## config.mk

```make
export PLATFORM = sky130hd
export DESIGN_NAME = fc_fifo_writer
export DESIGN_NICKNAME = d
export VERILOG_FILES = /design/src/rtl/fc_fifo_writer.sv
export SDC_FILE = /design/constraint.sdc
export NUM_CORES = 1
export LEC_CHECK = 0
export BUFFER_PORTS_ARGS = -buffer_cell sky130_fd_sc_hd__buf_2
export CAP_MARGIN = 20
export CORE_MARGIN = 10
export CORE_UTILIZATION = 45
export CTS_CLUSTER_SIZE = 20
export DETAILED_ROUTE_END_ITERATION = 7
export HOLD_SLACK_MARGIN = 0.08
export PLACE_DENSITY = 0.71
export RECOVER_POWER = 50
export SLEW_MARGIN = 5
export SYNTH_ARGS = -nofsm -noshare
export SYNTH_HDL_FRONTEND = slang
export SYNTH_SLANG_ARGS = --single-unit
```

## constraint.sdc

```tcl
create_clock -name clk -period 4.2 [get_ports clk]
set_clock_uncertainty 0.2 [all_clocks]
set_input_delay 0 -clock clk [delete_from_list [all_inputs] [get_ports clk]]
set_output_delay 0 -clock clk [all_outputs]
set_load 0.03 [all_outputs]
```

## src/rtl/fc_fifo_writer.sv

```systemverilog
// fc_fifo_writer
//   Write-side partner of the flow-control FSM. Accepts words from an upstream
//   valid/ready source and pushes them into the FIFO write port. It obeys the
//   pausa / continuar / error_full / idle controls and keeps debug counters.
//
// Ports
//   clk         in   1         single clock, all logic on posedge
//   reset       in   1         synchronous, active-high
//   iniciar     in   1         start request, only looked at in INIT
//   pausa       in   1         stop accepting
//   continuar   in   1         resume after a pause
//   error_full  in   1         FIFO full error
//   idle        in   1         FIFO empty, resume allowed
//   in_data     in   DATA_W    upstream word
//   in_valid    in   1         upstream word valid
//   in_ready    out  1         word can be taken this cycle (combinational)
//   push        out  1         registered FIFO write strobe
//   data_out    out  DATA_W    registered FIFO write data (DATA_W+1 with parity)
//   tx_state    out  3         INIT=000 SEND=001 HOLD=010 ERR=011 RECOV=100
//   word_count  out  CNT_W     words pushed, wraps
//   err_count   out  8         ERR entries, saturates at 255
//
// Build option
//   FC_TX_PARITY_EN : data_out gains an even-parity bit at position DATA_W.

module fc_fifo_writer #(
  parameter int DATA_W         = 8,
  parameter int CNT_W          = 16,
  parameter int RECOVER_CYCLES = 4
) (
  input  logic              clk,
  input  logic              reset,
  input  logic              iniciar,
  input  logic              pausa,
  input  logic              continuar,
  input  logic              error_full,
  input  logic              idle,
  input  logic [DATA_W-1:0] in_data,
  input  logic              in_valid,
  output logic              in_ready,
  output logic              push,
`ifdef FC_TX_PARITY_EN
  output logic [DATA_W:0]   data_out,
`else
  output logic [DATA_W-1:0] data_out,
`endif
  output logic [2:0]        tx_state,
  output logic [CNT_W-1:0]  word_count,
  output logic [7:0]        err_count
);

`ifdef FC_TX_PARITY_EN
  localparam int OUT_W = DATA_W + 1;
`else
  localparam int OUT_W = DATA_W;
`endif

  // Counter only has to hold RECOVER_CYCLES-1 down to 0.
  localparam int RW = (RECOVER_CYCLES > 1) ? $clog2(RECOVER_CYCLES) : 1;
  localparam logic [RW-1:0] REC_INIT = RW'(RECOVER_CYCLES - 1);

  typedef enum logic [2:0] {
    ST_INIT  = 3'b000,
    ST_SEND  = 3'b001,
    ST_HOLD  = 3'b010,
    ST_ERR   = 3'b011,
    ST_RECOV = 3'b100
  } state_e;

  function automatic logic [7:0] sat_inc8(input logic [7:0] v);
    return (v == 8'hFF) ? v : v + 8'd1;
  endfunction

  function automatic logic [OUT_W-1:0] fmt_word(input logic [DATA_W-1:0] d);
`ifdef FC_TX_PARITY_EN
    return {^d, d};
`else
    return d;
`endif
  endfunction

  state_e             state_q, state_d;
  logic [RW-1:0]      rec_q, rec_d;
  logic [7:0]         err_q, err_d;
  logic               push_q, push_d;
  logic [OUT_W-1:0]   data_q, data_d;
  logic [CNT_W-1:0]   cnt_q, cnt_d;
  logic               accept;

  assign in_ready = (state_q == ST_SEND) & ~pausa & ~error_full;
  assign accept   = in_valid & in_ready;

  always_comb begin
    state_d = state_q;
    rec_d   = rec_q;
    err_d   = err_q;
    case (state_q)
      ST_INIT:  if (iniciar) state_d = ST_SEND;
      ST_SEND: begin
        if (error_full)  state_d = ST_ERR;
        else if (pausa)  state_d = ST_HOLD;
      end
      ST_HOLD: begin
        // pausa outranks a simultaneous continuar/idle
        if (error_full)                 state_d = ST_ERR;
        else if (pausa)                 state_d = ST_HOLD;
        else if (continuar | idle)      state_d = ST_SEND;
      end
      ST_ERR: begin
        if (!error_full) begin
          state_d = ST_RECOV;
          rec_d   = REC_INIT;
        end
      end
      ST_RECOV: begin
        if (error_full)          state_d = ST_ERR;
        else if (rec_q == '0)    state_d = ST_SEND;
        else                     rec_d   = rec_q - RW'(1);
      end
      default: state_d = ST_INIT;
    endcase
    // Count every fresh entry into ERR, including re-entry from RECOV.
    if (state_d == ST_ERR && state_q != ST_ERR) err_d = sat_inc8(err_q);
  end

  always_comb begin
    push_d = accept;
    data_d = accept ? fmt_word(in_data) : data_q;
    cnt_d  = accept ? cnt_q + CNT_W'(1) : cnt_q;
  end

  // Output register stage: a word accepted this cycle appears next cycle.
  always_ff @(posedge clk) begin
    if (reset) begin
      state_q <= ST_INIT;
      rec_q   <= '0;
      err_q   <= '0;
      push_q  <= 1'b0;
      data_q  <= '0;
      cnt_q   <= '0;
    end else begin
      state_q <= state_d;
      rec_q   <= rec_d;
      err_q   <= err_d;
      push_q  <= push_d;
      data_q  <= data_d;
      cnt_q   <= cnt_d;
    end
  end

  assign push       = push_q;
  assign data_out   = data_q;
  assign tx_state   = state_q;
  assign word_count = cnt_q;
  assign err_count  = err_q;

endmodule

```

Word level (Yosys, flattened, before mapping)
Index checks and enable logic that the tools add are counted.
Cells by class
  reductions and logical operators: 6
  eq/ne operators: 10
  mux-type cells: 14
  $add $sub $neg: 3
  bitwise logic cells: 7
Operators with widths (number)
  $mux W3: 9
  $add A16 B1 Y16 const B: 1
  $pmux W3 S5: 1
  $eq A3 B2 Y1 const B: 3
  $add A8 B1 Y8 const B: 1
  $eq A8 B8 Y1 const B: 1
  $mux W2: 3
  $ne A2 B2 Y1 const B: 3
  $pmux W2 S2: 1
  $reduce_and A4 Y1: 1
  $and A1 B1 Y1: 3
  $eq A3 B1 Y1 const B: 1
  $eq A3 B3 Y1 const B: 1
  $logic_not A3 Y1: 1
  $ne A3 B2 Y1 const B: 1
  $not A1 Y1: 3
  $logic_not A2 Y1: 1
  $reduce_and A2 Y1: 1
  $reduce_bool A2 Y1: 1
  $sub A2 B1 Y2 const B: 1
  $logic_and A1 B1 Y1: 1
  $or A1 B1 Y1: 1
Word-level totals
  flip-flop bits (word level): 38

Depth between registers and ports, before layout
  word-level depth: 8
  depth in mapped cells: 8
  depth with buffers taken out: 7

Least setup slack after synthesis
Ideal clock, no wire load.
  kind: register to register
  start point: reg state_q[1], in the netlist tx_state[1]
  end point: reg err_q[6], in the netlist err_count[6]
  period minus slack after synthesis: 2204 ps
  arrival: 1881 ps
  data required time: 3877 ps
  slack: 1996 ps
  stages on the path, launching flop included: 8
  path buffers: 2
  path through: dfxtp_1 buf_6 or2_4 o32ai_2 nor2_2 buf_6 nor4_1 mux2_1
On the way
  word-level cells in the longest chain between the ends: 7
  elaborated cells on any way between the ends: 19
  those cells by class: 6 x eq/ne; 10 x mux; 3 x reduce/logical
Ends and longest elaborated chain
  start: declaration: RTL line 82  | state_e state_q, state_d;
  start signal: assignment: RTL line 142  | state_q <= state_d;
  $mux W3: RTL line 107  | else if (continuar | idle) state_d = ST_SEND;
  $mux W3: RTL line 106  | else if (pausa) state_d = ST_HOLD;
  $mux W3: RTL line 105  | if (error_full) state_d = ST_ERR;
  $pmux W3 S5: RTL line 97  | case (state_q)
  $eq A3 B2 Y1: RTL line 123  | if (state_d == ST_ERR && state_q != ST_ERR) err_d = sat_inc8(err_q);
  $logic_and A1 B1 Y1 (*): RTL line 123
  $reduce_and A2 Y1 (no source line) (*)
  end signal: assignment: RTL line 144  | err_q <= err_d;
  end: declaration: RTL line 84  | logic [7:0] err_q, err_d;
Every way passes the cells marked *; elsewhere a longest branch is shown, timed or not.
A chain may end at the register's enable or synchronous reset.

Final worst setup path
  start point: reg state_q[0], in the netlist tx_state[0]
  end point: reg data_q[5], in the netlist data_out[5]
On the way
  word-level cells in the longest chain between the ends: 4
Ends and longest elaborated chain
  $eq A3 B1 Y1: RTL line 90  | assign in_ready = (state_q == ST_SEND) & ~pausa & ~error_full;
  $and A1 B1 Y1 (2 in series): RTL line 90
  $and A1 B1 Y1: RTL line 91  | assign accept = in_valid & in_ready;
  end signal: assignment: RTL line 146  | data_q <= data_d;
  end: declaration: RTL line 86  | logic [OUT_W-1:0] data_q, data_d;
Every way passes these cells.

==> results.toml <==
[outcome]
run_status = "completed"

[global_route]
grt_pass1_wl_um = 7728
track_usage = 0.1305
pin_count_of_the_biggest_net_entering_global_routing = 39
antenna_violations_before_repair = 0
first_global_vias = 1629
grt.overflow.total = 0

[synthesis]
synthCells = 203
synth_area_leaders = "sky130_fd_sc_hd__dfxtp_1 (42%), sky130_fd_sc_hd__xnor2_1 (6.3%), sky130_fd_sc_hd__nor2_1 (6.2%), sky130_fd_sc_hd__mux2i_1 (5.5%), sky130_fd_sc_hd__a21oi_1 (3.0%)"
synth_area_per_cell_um2 = 8.906
synth_edf_count = 0
synth_fp_nets = 222
yosysSeqAreaShare = 0.4208
synth_top_cell_area_share = 0.4208
ys_types = 44
ys.warnings.count = 0
ys_dominant_reg_cell = "sky130_fd_sc_hd__dfxtp_1"
cell_area_after_technology_mapping_um2 = 1808
post-synth-top-area-cell = "sky130_fd_sc_hd__dfxtp_1"
synth_commonest_cells = "sky130_fd_sc_hd__dfxtp_1 (38), sky130_fd_sc_hd__nor2_1 (30), sky130_fd_sc_hd__xnor2_1 (13)"
synth.most_common_cell = "sky130_fd_sc_hd__dfxtp_1"
synth_register_bits = 38
postSynth.asyncResetShare = 0

[placement]
place.gp.congestion = 0.8713
place.detailed.hpwl_um = 2991
dp_slack_ns = 1.590
port_buffers = 52

[setup_path]
timing.reg2reg.setup_slack_ns = 1.10
rr_worst_depth = 5
worstPathMaxFanout = 17
r2r_end = "data_out[5]$_SDFFE_PP0P_"
worst_ep_required_time_ns = 4.18
cp_top_family = "simple AND/OR/NAND/NOR gates"
crit_chain = "nor4b_1 > nand3b_1 > mux2i_1 > nor2_1 > dlygate4sd3_1"
end_kind = "flip-flop"
critical_path_class = "flip-flop to flip-flop"
timing.rr.start = "tx_state[0]$_SDFF_PP0_"
critical_path_arrival_ns = 3.08
timing.critical_path.slowest_stage_cell = "sky130_fd_sc_hd__nand3b_1"
cp-start-kind = "flip-flop"
critical-path-max-stage-delay_ns = 0.74
cp_num_buf_inv = 1

[detailed_routing]
post-route-drc-count = 0
vias_per_cell = 5.207
drt_iter0_drc = 94
via_count = 1682
detail_route.wl_per_cell_um = 14.04
final_antenna_net_count = 0
route.final.wire_length_um = 4536
drt-pass1-iter-count = 4

[timing]
slew-limit-headroom = 0.3637
timing.hold.ws_ns = 0.2381
final-hold-violation-count = 0
slew_violations = 0
finalCritPeriodShare = 0.7380
worst_slack_ns = 1.100
worstMarginPinSlew_ns = 0.9515
maxClockFrequency_mhz = 322.6
setup_tns_ns = 0
rsz0062_at_grt = "false"
min_tclk_post_route_ns = 3.100
timing.final.setup_violations = 0

[power_and_ir_drop]
leakage_nw = 0.9089
vdd_ir_drop_max_uv = 246.6
powerDensity_nw_per_um2 = 339.1
design_power_total_mw = 0.7976

[floorplan]
coreArea_um2 = 3771
area_of_the_die_um2 = 6953
floorplan.die.height_um = 83.39
chipWidth_um = 83.39
starting_density_of_the_core = 0.4794
top_level_ports = 53
core.rowCount = 22

[job]
drv_cap = 0

[cts]
clk_pin_slew_worst_paths_ns = 0.08
clock_tree.htree_level_count = 2
clk_latency_ns = 0.29
cts.repair_timing.setup_buffer_count = 0
tritoncts = "done"
cts_max_path_buffers = 2
root_buffer = "sky130_fd_sc_hd__clkbuf_8"
clock_sink_count = 38
numCtsBuffers = 5
cts_hold_buf = 23
cts.repair.resized = 0

[min_path]
holdPathEnd = "err_count[2]$_SDFFE_PP0P_"
hold_path.startpoint = "iniciar"
min-delay-path-class = "input port to flip-flop"
hold_path_depth = 6

[finish]
area_growth_pct = 30.10
number_of_nets_in_the_layout = 293
num_antenna_cells = 0
drive_above_1_share = 0.1127
## power by group
part | internal [mW] | total (mW) | switching [mW]
clock | 0.166 | 0.294 | 0.128
combinational | 0.0480 | 0.122 | 0.0737
sequential | 0.369 | 0.382 | 0.0131
## worst max path at each step
stage,from,end,depth (start not counted)
floorplan,tx_state[1]$_SDFF_PP0_,err_count[6]$_SDFFE_PP0P_,7
global placement,tx_state[2]$_SDFF_PP0_,word_count[10]$_SDFFE_PP0P_,5
detailed placement,tx_state[2]$_SDFF_PP0_,word_count[10]$_SDFFE_PP0P_,5
CTS,idle,err_count[6]$_SDFFE_PP0P_,8
global route,tx_state[0]$_SDFF_PP0_,data_out[5]$_SDFFE_PP0P_,5
finish,tx_state[0]$_SDFF_PP0_,data_out[5]$_SDFFE_PP0P_,5
## sequential cells by signal (all words and copies together), names as in the netlist
name        flops
data_out        8
tx_state        3
err_count       8
word_count     16
push            1
rec_q           2
## layout by cell type, fill, tap and decap left out, types with 2 or more instances in the layout
cell and count:
sky130_fd_sc_hd__inv_1 7, sky130_fd_sc_hd__ha_1 3, sky130_fd_sc_hd__nor2b_1 2, sky130_fd_sc_hd__nor2_1 30, sky130_fd_sc_hd__dfxtp_1 38, sky130_fd_sc_hd__nand3_1 7, sky130_fd_sc_hd__or2_2 2, sky130_fd_sc_hd__nand2_1 8
sky130_fd_sc_hd__xnor2_1 13, sky130_fd_sc_hd__nor3b_1 3, sky130_fd_sc_hd__o31ai_1 3, sky130_fd_sc_hd__nor4b_1 2, sky130_fd_sc_hd__dlygate4sd3_1 23, sky130_fd_sc_hd__mux2i_1 10, sky130_fd_sc_hd__clkbuf_8 8, sky130_fd_sc_hd__and3_1 2
sky130_fd_sc_hd__buf_2 16, sky130_fd_sc_hd__nor4_1 4, sky130_fd_sc_hd__a21oi_1 11, sky130_fd_sc_hd__nand3b_1 4, sky130_fd_sc_hd__nor3_1 6, sky130_fd_sc_hd__and4_1 2, sky130_fd_sc_hd__or4_1 3, sky130_fd_sc_hd__clkbuf_1 36
sky130_fd_sc_hd__a211oi_1 3, sky130_fd_sc_hd__or3_1 5, sky130_fd_sc_hd__o21ai_0 8
## cell type report
type                    instances  area, um2
fillers                       339       1419
well taps                      48      60.06
flip-flops and latches         38      760.7
repair buffers                 75      445.4
inverters                       7      26.28
multi-input cells             147      949.7
clock buffers                   8      110.1
## worst reg2reg max path, delay by kind of cell, from the launching register on
kind | cells | cell delay, ns
multiplexers | 1 | 0.47
buffers and inverters | 1 | 0.57
AND/OR/NAND/NOR | 3 | 1.26
flip-flops | 1 | 0.49
## cells by family after synthesis
| logic type | synth area share |
|---|---|
| AOI/OAI and AO/OA | 0.1142 |
| xor gates and xnor gates | 0.06782 |
| muxes | 0.06159 |
| adders and majority gates | 0.02076 |
| DFF | 0.4208 |
| buffers and inverters | 0.05052 |
| and+or+nand+nor | 0.2644 |
## per-stage QoR
step | util | cell area, um2 | instances
5_1_grt | 0.6238 | 2352 | 323
4_1_cts | 0.6374 | 2404 | 323
3_3_place_gp | 0.5471 | 2063 | 292
2_1_floorplan | - | 1808 | 203
3_5_place_dp | 0.5471 | 2063 | 292
6_report | 0.6238 | 2352 | 323
## per-layer routing
layer  vias up  global-route usage  part of all wire
met5         -                   0                 0
met4         0             0.04923             0.011
met3         5             0.04980             0.066
met2        43              0.1962              0.44
met1       778              0.1633              0.48
li1        856                   -                 -
Note: power is estimated with default switching activity, not from simulation.
